File: src/rtl/iterative_muldiv.sv
// Multi-cycle unsigned multiply / divide unit between register-file read and writeback.
// One radix-2 iteration per clock (shift-add or restoring divide), then one writeback cycle.
module iterative_muldiv #(
  parameter int DataWidth = 16,
  parameter int AddWidth  = 3
) (
  input  logic                 CLK,
  input  logic                 RESET_N,
  input  logic                 START,
  input  logic                 OP,
  input  logic [DataWidth-1:0] A,
  input  logic [DataWidth-1:0] B,
  input  logic [AddWidth-1:0]  DEST,
  output logic                 BUSY,
  output logic                 DONE,
  output logic                 WEN,
  output logic [AddWidth-1:0]  WADD,
  output logic [DataWidth-1:0] DATAOUT,
  output logic [DataWidth-1:0] HI,
  output logic                 DIVZ
);

  // state | meaning
  // IDLE  | waiting for START, outputs hold last result
  // RUN   | one shift-add / restoring-divide iteration per clock
  // WB    | single writeback cycle, WEN = DONE = 1
  typedef enum logic [1:0] {IDLE, RUN, WB} state_t;

  localparam int CW = (DataWidth > 2) ? $clog2(DataWidth) : 1;

  state_t                 state;
  logic   [CW-1:0]        counter;
  logic                   op_q;
  logic                   divz_q;
  logic   [AddWidth-1:0]  dest_q;
  logic   [DataWidth-1:0] opnd;
  logic   [DataWidth-1:0] hi_acc;
  logic   [DataWidth-1:0] lo_acc;

  logic   [DataWidth:0]   sum;
  logic   [DataWidth:0]   rem_shift;
  logic   [DataWidth:0]   diff;
  logic   [DataWidth-1:0] next_hi;
  logic   [DataWidth-1:0] next_lo;

  // hi_acc/lo_acc hold {partial product, multiplier} or {remainder, dividend/quotient}.
  // A zero divisor never borrows, so the engine itself yields all-ones and remainder = A.
  always_comb begin
    sum       = '0;
    rem_shift = '0;
    diff      = '0;
    next_hi   = hi_acc;
    next_lo   = lo_acc;
    if (!op_q) begin
      sum     = {1'b0, hi_acc} + (lo_acc[0] ? {1'b0, opnd} : '0);
      next_hi = sum[DataWidth:1];
      next_lo = {sum[0], lo_acc[DataWidth-1:1]};
    end else begin
      rem_shift = {hi_acc, lo_acc[DataWidth-1]};
      diff      = rem_shift - {1'b0, opnd};
      if (!diff[DataWidth]) begin
        next_hi = diff[DataWidth-1:0];
        next_lo = {lo_acc[DataWidth-2:0], 1'b1};
      end else begin
        next_hi = rem_shift[DataWidth-1:0];
        next_lo = {lo_acc[DataWidth-2:0], 1'b0};
      end
    end
  end

  always_ff @(posedge CLK) begin
    if (!RESET_N) begin
      state   <= IDLE;
      counter <= '0;
      op_q    <= 1'b0;
      divz_q  <= 1'b0;
      dest_q  <= '0;
      opnd    <= '0;
      hi_acc  <= '0;
      lo_acc  <= '0;
      BUSY    <= 1'b0;
      DONE    <= 1'b0;
      WEN     <= 1'b0;
      WADD    <= '0;
      DATAOUT <= '0;
      HI      <= '0;
      DIVZ    <= 1'b0;
    end else begin
      case (state)
        IDLE: begin
          if (START) begin
            op_q    <= OP;
            dest_q  <= DEST;
            opnd    <= OP ? B : A;
            lo_acc  <= OP ? A : B;
            hi_acc  <= '0;
            divz_q  <= OP && (B == '0);
            counter <= '0;
            BUSY    <= 1'b1;
            state   <= RUN;
          end
        end
        RUN: begin
          hi_acc <= next_hi;
          lo_acc <= next_lo;
          if (counter == CW'(DataWidth - 1)) begin
            state   <= WB;
            WEN     <= 1'b1;
            DONE    <= 1'b1;
            WADD    <= dest_q;
            DATAOUT <= next_lo;
            HI      <= next_hi;
            DIVZ    <= divz_q;
          end else begin
            counter <= counter + 1'b1;
          end
        end
        WB: begin
          WEN   <= 1'b0;
          DONE  <= 1'b0;
          BUSY  <= 1'b0;
          state <= IDLE;
        end
        default: begin
          state <= IDLE;
          BUSY  <= 1'b0;
          WEN   <= 1'b0;
          DONE  <= 1'b0;
        end
      endcase
    end
  end

endmodule

File: config.mk
export PLATFORM = sky130hd
export DESIGN_NAME = iterative_muldiv
export DESIGN_NICKNAME = d
export VERILOG_FILES = /design/src/rtl/iterative_muldiv.sv
export SDC_FILE = /design/constraint.sdc
export NUM_CORES = 1
export LEC_CHECK = 0
export CORE_ASPECT_RATIO = 1.4
export CORE_MARGIN = 3
export CORE_UTILIZATION = 50
export DETAILED_ROUTE_END_ITERATION = 6
export GPL_TIMING_DRIVEN = 0
export PLACE_DENSITY = 0.87
export SYNTH_ARGS = -nofsm -noshare
export SYNTH_HDL_FRONTEND = slang
export SYNTH_SLANG_ARGS = --single-unit
File: constraint.sdc
create_clock -name CLK -period 2.7 [get_ports CLK]
set_input_delay 0.81 -clock CLK [delete_from_list [all_inputs] [get_ports CLK]]
set_output_delay 0.81 -clock CLK [all_outputs]
set_load 0.05 [all_outputs]
Word-level counts from Yosys, hierarchy flattened
Index checks and enable logic that the tools add are counted.
{"block": "totals", "ff_bits": 97, "inputBits": 39, "out_inout_bits": 39, "elab_cells": 56}
{"block": "op_classes", "addsub": 3, "n_eq_ne": 5, "mux": 21, "n_bitwise": 2, "reduce_logical": 11}
{"cell": "2-to-1 mux 16 bit", "count": 8}
{"cell": "case mux 16 bit (2 select lines)", "count": 2}
{"cell": "adder 16 x 16 -> 17 bit", "count": 1}
{"cell": "subtractor 17 x 16 -> 17 bit", "count": 1}
{"cell": "logical NOT 16 bit", "count": 1}
{"cell": "AND reduction 2 bit", "count": 6}
{"cell": "2-to-1 mux 4 bit", "count": 2}
{"cell": "case mux 4 bit (2 select lines)", "count": 1}
{"cell": "inequality test 2 bit, second input constant", "count": 3}
{"cell": "adder 4 x 1 -> 4 bit, second input constant", "count": 1}
{"cell": "equality test 4 bit, second input constant", "count": 1}
{"cell": "2-to-1 mux 2 bit", "count": 2}
{"cell": "case mux 1 bit (2 select lines)", "count": 2}
{"cell": "case mux 2 bit (2 select lines)", "count": 1}
{"cell": "2-to-1 mux 1 bit", "count": 3}
{"cell": "AND reduction 3 bit", "count": 1}
{"cell": "equality test 2 x 1 -> 1 bit, second input constant", "count": 1}
{"cell": "logical NOT 2 bit", "count": 1}
{"cell": "inverter 1 bit", "count": 2}
{"cell": "nonzero test 2 bit", "count": 1}
{"cell": "logical AND 1 bit", "count": 1}

Depth between registers and ports, before layout
Gate-level depths: netlist of the first run.
{"block": "logic_depth", "word_depth": 4, "ltp_mapped": 13}

Worst setup path before layout of the first run
No wires, ideal clock.
{"block": "synth_timing", "path_kind": "reg2reg", "startpoint": "register lo_acc[0]", "endpoint": "register HI[13]", "t_arrival_ns": 2.694, "t_required_ns": 2.570, "setup_slack_ns": -0.124, "path_stages_with_launch": 13, "period_less_slack_ns": 2.824, "cell_sequence": "dfxtp_1 clkbuf_1 and2_1 ha_1 fa_1 a211oi_1 o21ai_0 a31o_1 a41o_1 xnor2_1 nor2_1 a2111oi_0 nor4_1"}
{"block": "synth_via", "elab_chain_len": 3}
{"element": "from (decl)", "line_no": "38", "text": "logic [DataWidth-1:0] lo_acc;"}
{"element": "from (signal assigned)", "line_no": "95", "text": "lo_acc <= OP ? A : B;"}
{"element": "from (signal assigned)", "line_no": "105", "text": "lo_acc <= next_lo;"}
{"element": "2-to-1 mux 16 bit", "line_no": "55", "text": "sum = {1'b0, hi_acc} + (lo_acc[0] ? {1'b0, opnd} : '0);"}
{"element": "adder 16 x 16 -> 17 bit", "line_no": "55"}
{"element": "2-to-1 mux 16 bit", "line_no": "54", "text": "if (!op_q) begin"}
{"element": "to (signal assigned)", "line_no": "112", "text": "HI <= next_hi;"}
{"element": "to (decl)", "line_no": "19", "text": "output logic [DataWidth-1:0] HI,"}
No other way between the ends.
A chain may end at the register's enable or synchronous reset.

Worst setup path in the final report of the first run
{"block": "layout_timing", "startpoint": "register lo_acc[15]", "endpoint": "register HI[5]"}
{"block": "layout_via", "elab_chain_len": 3}
{"element": "subtractor 17 x 16 -> 17 bit", "line_no": "60", "text": "diff = rem_shift - {1'b0, opnd};"}
{"element": "2-to-1 mux 16 bit", "line_no": "61", "text": "if (!diff[DataWidth]) begin"}
{"element": "2-to-1 mux 16 bit", "line_no": "54"}
No other way between the ends.

==> impl_metrics.json, run 1 <==
{
  "outcome": "complete, but fails checks",
  "failed_checks": "setup timing",
  "postSynthAreaPerCell_um2": 8.25,
  "async_reset_ff_share_pct": 0,
  "wire_per_inst_um": 20.7,
  "slew_violations": 0,
  "whs_path_depth": 2,
  "maxCapViolations": 0,
  "cts_root_buf": "clkbuf_16",
  "grt_usage_pct": 28.7,
  "layout-drive-gt1-share_pct": 13.7,
  "fillers": 870,
  "die_w_um": 97.3,
  "synthFlopType": "dfxtp_1",
  "hp-class": "reg2reg",
  "post-place-ws_ps": -686,
  "synth_edf_count": 0,
  "finalPower_w": 0.00378,
  "grt_pass1_vias": 5919,
  "synth_top_area_share_pct": 33.3,
  "setup_viol": 33,
  "fin_cells": 964,
  "grt_max_degree": 18,
  "yosysMostFrequentCell": "dfxtp_1",
  "synth_xor_area_share_pct": 3.77,
  "area_growth_pct": 30.6,
  "diodes": 0,
  "antenna_found_initial": 0,
  "finalHoldViolations": 0,
  "die_h_um": 134,
  "detail-route-antenna-nets": 0,
  "portBuffers": 76,
  "power_leakage_nw": 2.96,
  "dr.pass1.iters": 7,
  "synth_compound_area_share_pct": 23.8,
  "clock_latency_ps": 350,
  "skew_ps": 10.2,
  "rsz0062_at_grt": "true",
  "gp_congestion": 0.954,
  "critPathMaxFanout": 5,
  "cp.arrival_ps": 3200,
  "viasPerCell": 6.25,
  "synth_cell_types": 69,
  "syn_area_um2": 5840,
  "dieArea_um2": 13000,
  "ys_ff_latch": 97,
  "slowest_stage": "fa_2",
  "yosysSeqAreaShare_pct": 33.3,
  "core-area_um2": 11400,
  "tns_ps": -4540,
  "cts_made_buffers": 9,
  "clkTransAtPathRegs_ps": 80,
  "dp_cells": 928,
  "dr_total_vias": 6029,
  "dp_hpwl_mm": 13.8,
  "nets": 889,
  "route.detailed.drc": 0,
  "synth_simple_gate_area_share_pct": 16.1,
  "synthAdderAreaFrac_pct": 7.76,
  "synthCells": 708,
  "yosys-top-cells-count": "dfxtp_1 (97), nor2_1 (84), nand2_1 (60)",
  "yosysWarnings": 0,
  "htree_levels": 3,
  "syn_nets": 782,
  "fin_ws_ps": -292,
  "drt-total-wl_mm": 19.9,
  "crit_chain": "inv_2, ha_4, inv_2, fa_2, a211oi_4, nor2_4, o211ai_4, a21oi_4, xor2_4, buf_12, buf_12, buf_4, mux2_2, a21oi_4, a211oi_2",
  "cp.required_ps": 2910,
  "initial_core_util_pct": 51.2,
  "slew_headroom_pct": 35.3,
  "cts_sinks": 97,
  "grt_pass1_wl_mm": 30.0,
  "rows": 46,
  "r2r_cells": 15,
  "muxShareOfSynthArea_pct": 10.9,
  "ios": 78,
  "max_clock_freq_ghz": 0.334,
  "endpoint_kind": "flop",
  "synth_top_family_by_area": "compound AO/OA/AOI/OAI gates",
  "slowest_delay_ps": 360,
  "drtIter0Drc": 527,
  "synth.area.top_cells": "dfxtp_1 (33%), mux2i_1 (9.1%), ha_1 (7.1%)",
  "synth_largest_area_cell": "dfxtp_1",
  "gr-total-overflow": 0,
  "ctsLongestPathBuffers": 2,
  "hold_ws_ps": 455,
  "ir_worst_vdd_v": 0.000332,
  "finalCriticalPeriod_ps": 2990,
  "tightest_slew_ps": 971,
  "fin_crit_sh_pct": 111,
  "cts_tree": "done",
  "worstSetupPathType": "reg2reg",
  "powerDensity_nw_per_um2": 496,
  "start_kind": "flop"
}
## cells in the final DEF (no fill, tap or decap), types with 24 or more instances in the layout
master           Yosys  routed
a211oi_1            31      24
clkbuf_1            31      28
a21oi_1             56      46
nor2_1              84      81
nand2_1             60      59
o21ai_0             56      42
dfxtp_1             97      94
clkdlybuf4s50_1      0      76
mux2i_1             53      47
ha_1                33      30
## repair_timing
item / CTS / global route
hold buffers: 0 / 0
setup buffers: 13 / 9
cloned: 1 / 0
resized for setup: 52 / 43
endpoints found under the setup margin: 44 / 44
pin swaps: 29 / 19
## sequential cells by signal (all words and copies together) (netlist names)
| register | count |
|---|---|
| op_q | 1 |
| opnd | 16 |
| WADD | 3 |
| BUSY | 1 |
| DATAOUT | 16 |
| DIVZ | 1 |
| hi_acc | 16 |
| HI | 16 |
| state | 2 |
| lo_acc | 16 |
| WEN | 1 |
| divz_q | 1 |
| dest_q | 3 |
| counter | 4 |
## cell type report
type	instances	area [um^2]	share of cell area, %
Buffer	38	164	2.15
Sequential cell	97	1950	25.5
Clock inverter	6	76.3	1.00
Multi-Input combinational cell	547	3960	51.9
Inverter	25	93.8	1.23
Tap cell	144	180	2.36
Clock buffer	10	229	3.00
Timing Repair Buffer	97	980	12.8
## cells by family after synthesis
| family | Yosys count |
|---|---|
| compound gates | 218 |
| simple gates | 209 |
| flops | 97 |
| buf+inv | 64 |
| mux | 62 |
| fa+ha+maj | 35 |
| xor+xnor | 23 |
## where the power goes
part           internal [W]  switching (W)  total (W)
clock              0.000733       0.000621    0.00135
combinational      0.000396       0.000504   0.000901
sequential          0.00148      0.0000507    0.00153
total               0.00261        0.00118    0.00378
## stage by stage
step                      cell area [um^2]  util (%)
after global placement                6790      59.6
after detailed placement              6790      59.6
final                                 7630      66.9
after floorplan                       5850         -
after global routing                  7630      66.9
after CTS                             7430      65.2
## layer usage
layer / share of wire [%] / wire (um) / global-route usage, % / up-vias
li1: - / - / - / 2753
met1: 35 / 6900 / 29.9 / 2776
met2: 49 / 9790 / 49.9 / 379
met3: 7.7 / 1530 / 5.20 / 121
met4: 8.6 / 1720 / 24.2 / 0
met5: 0 / 0 / 0 / -
## final timing paths
path / startpoint / to / slack, ps
setup / recovery: lo_acc[15] / HI[5] / -290
setup reg to reg: lo_acc[15] / HI[5] / -290
hold reg to reg: DATAOUT[1] / DATAOUT[1] / 450
hold / removal: DATAOUT[1] / DATAOUT[1] / 450
## worst max-delay path: cells and delay by family (launching register included)
family / cells / cell delay [ps]
buf+inv: 5 / 450
mux: 1 / 340
flops: 1 / 330
compound gates: 5 / 980
fa+ha+maj: 2 / 500
xor+xnor: 1 / 160
simple gates: 1 / 70
Note: power is estimated with default switching activity, not from simulation.
==> run 2: changes to the inputs <==
--- a/config.mk
+++ b/config.mk
@@ -7,10 +7,10 @@
 export LEC_CHECK = 0
 export CORE_ASPECT_RATIO = 1.4
 export CORE_MARGIN = 3
-export CORE_UTILIZATION = 50
+export CORE_UTILIZATION = 56
 export DETAILED_ROUTE_END_ITERATION = 6
 export GPL_TIMING_DRIVEN = 0
-export PLACE_DENSITY = 0.87
+export PLACE_DENSITY = 0.92
 export SYNTH_ARGS = -nofsm -noshare
 export SYNTH_HDL_FRONTEND = slang
 export SYNTH_SLANG_ARGS = --single-unit
==> constraint.sdc (replaced) <==
create_clock -name CLK -period 2.9 [get_ports CLK]
set_input_delay 0.87 -clock CLK [delete_from_list [all_inputs] [get_ports CLK]]
set_output_delay 0.87 -clock CLK [all_outputs]
set_load 0.05 [all_outputs]
==> run 2 against run 1 <==
The run still ends with setup timing left. Die area fell by 10%. Non-clock buffer count down 3. Power down 7.5%. Clock skew increased by 0.71 ps. Utilization grew 8.7 points. Final area fell by 0.20%. Global-route usage up 3.8 points. Clock power decreased by 8%. Setup slack better by 130 ps. Register-to-register slack improved by 130 ps. Largest cell class unchanged. Largest power group unchanged.
==> impl_metrics.json, run 2 (same netlist as run 1, synthesis figures left out) <==
{
  "cp.arrival_ps": 3260,
  "skew_ps": 10.9,
  "path_buf_inv": 2,
  "finalCriticalPeriod_ps": 3060,
  "cts_root_buf": "clkbuf_16",
  "power_leakage_nw": 2.94,
  "diodes": 0,
  "outcome": "complete, but fails checks",
  "initial_core_util_pct": 58.0,
  "finalHoldViolations": 0,
  "fin_crit_sh_pct": 105,
  "grt_pass1_wl_mm": 30.1,
  "dieArea_um2": 11700,
  "dp_hpwl_mm": 14.2,
  "cts_sinks": 97,
  "portBuffers": 76,
  "detail-route-antenna-nets": 0,
  "die_w_um": 92.3,
  "dr.pass1.iters": 5,
  "slew_violations": 0,
  "core-area_um2": 10100,
  "clkTransAtPathRegs_ps": 70,
  "area_growth_pct": 30.3,
  "crit_chain": "ha_1, a211oi_4, nor2_4, o211ai_4, a21oi_4, xor2_4, buf_6, buf_12, mux2_4, a21oi_4, o21ai_1",
  "grt_pass1_vias": 6058,
  "final_common_cell": "dfxtp_1",
  "failed_checks": "setup timing",
  "start_kind": "flop",
  "ctsLongestPathBuffers": 2,
  "gp_congestion": 1.00,
  "nets": 886,
  "cpLargestDelayFamily": "compound AO/OA/AOI/OAI gates",
  "antenna_found_initial": 0,
  "fin_ws_ps": -158,
  "hold_buffers": 0,
  "wire_per_inst_um": 21.6,
  "ios": 78,
  "cts_made_buffers": 9,
  "layout-drive-gt1-share_pct": 12.7,
  "rows": 43,
  "viasPerCell": 6.44,
  "critPathMaxFanout": 5,
  "max_clock_freq_ghz": 0.327,
  "dp_cells": 919,
  "slowest_delay_ps": 520,
  "ir_worst_vdd_v": 0.000408,
  "hp-class": "reg2reg",
  "die_h_um": 127,
  "final_cell_mix": "dfxtp_1 (94), nor2_1 (81), clkdlybuf4s50_1 (76)",
  "rsz0062_at_grt": "true",
  "dr_total_vias": 6132,
  "endpoint_kind": "flop",
  "grt_max_degree": 18,
  "htree_levels": 3,
  "worst_path_most_repeated_cell": "a21oi_4",
  "cts_tree": "done",
  "slowest_stage": "dfxtp_1",
  "cp.required_ps": 3100,
  "tightest_slew_ps": 1040,
  "clock_latency_ps": 350,
  "grt_usage_pct": 32.6,
  "slew_headroom_pct": 30.6,
  "worstSetupPathType": "reg2reg",
  "maxCapViolations": 0,
  "fin_cells": 952,
  "route.detailed.drc": 0,
  "powerDensity_nw_per_um2": 460,
  "gr-total-overflow": 0,
  "post-place-ws_ps": -634,
  "drt-total-wl_mm": 20.6,
  "drtIter0Drc": 627,
  "setup_viol": 22
}
run 2: final timing paths:
kind	from	endpoint	slack, ps	cells after the start
max	hi_acc[1]	hi_acc[5]	-160	11
min	DATAOUT[7]	DATAOUT[7]	460	2
max reg2reg	hi_acc[1]	hi_acc[5]	-160	11
min reg2reg	DATAOUT[7]	DATAOUT[7]	460	2
run 2: stage by stage:
| stage | hold WS (ps) | util, % | TNS, ps | power (W) | instance area [um^2] |
|---|---|---|---|---|---|
| finish | 457 | 75.6 | -1560 | 0.00350 | 7610 |
| floorplan | 432 | - | 0 | 0.00189 | 5840 |
| global route | 490 | 75.6 | -3160 | 0.00359 | 7610 |
| global placement | 442 | 67.3 | -11240 | 0.00208 | 6770 |
| CTS | 460 | 72.7 | -75.0 | 0.00335 | 7310 |
| detailed placement | 445 | 67.3 | -12580 | 0.00210 | 6770 |
run 2: layout make-up:
cell class	count	area, um^2
multi-input cells	547	3970
fillers	698	2450
flip-flops and latches	97	1950
repair buffers	93	940
clock buffers	10	229
plain buffers	39	188
well taps	135	169
inverters	25	93.8
clock inverters	6	75.1
run 2: routing by layer:
metal / global-route usage (%) / vias to the layer above / wire length (um)
li1: - / 2753 / -
met5: 0 / - / 0
met1: 34.1 / 2857 / 7030
met3: 4.57 / 120 / 1570
met2: 58.4 / 402 / 10200
met4: 23.9 / 0 / 1750
run 2: power breakdown:
group          internal (W)  total (W)  switching, W
Sequential          0.00138    0.00143     0.0000501
Combinational      0.000364   0.000832      0.000467
Clock              0.000682    0.00124      0.000561
run 2: repair_timing:
item                                   in CTS  in global routing
buffers inserted                            9                  6
pin swaps                                  10                 19
endpoints found under the hold margin       0                  0
setup endpoints to repair                  35                 41
gates resized for setup                    33                 62
gates cloned                                1                  1
run 2: worst reg2reg max path, delay by kind of cell (launching register included):
kind / cells / cell delay [ps]
compound gates: 5 / 990
xor+xnor: 1 / 290
fa+ha+maj: 1 / 400
buf+inv: 2 / 280
flops: 1 / 520
mux: 1 / 320
simple gates: 1 / 100
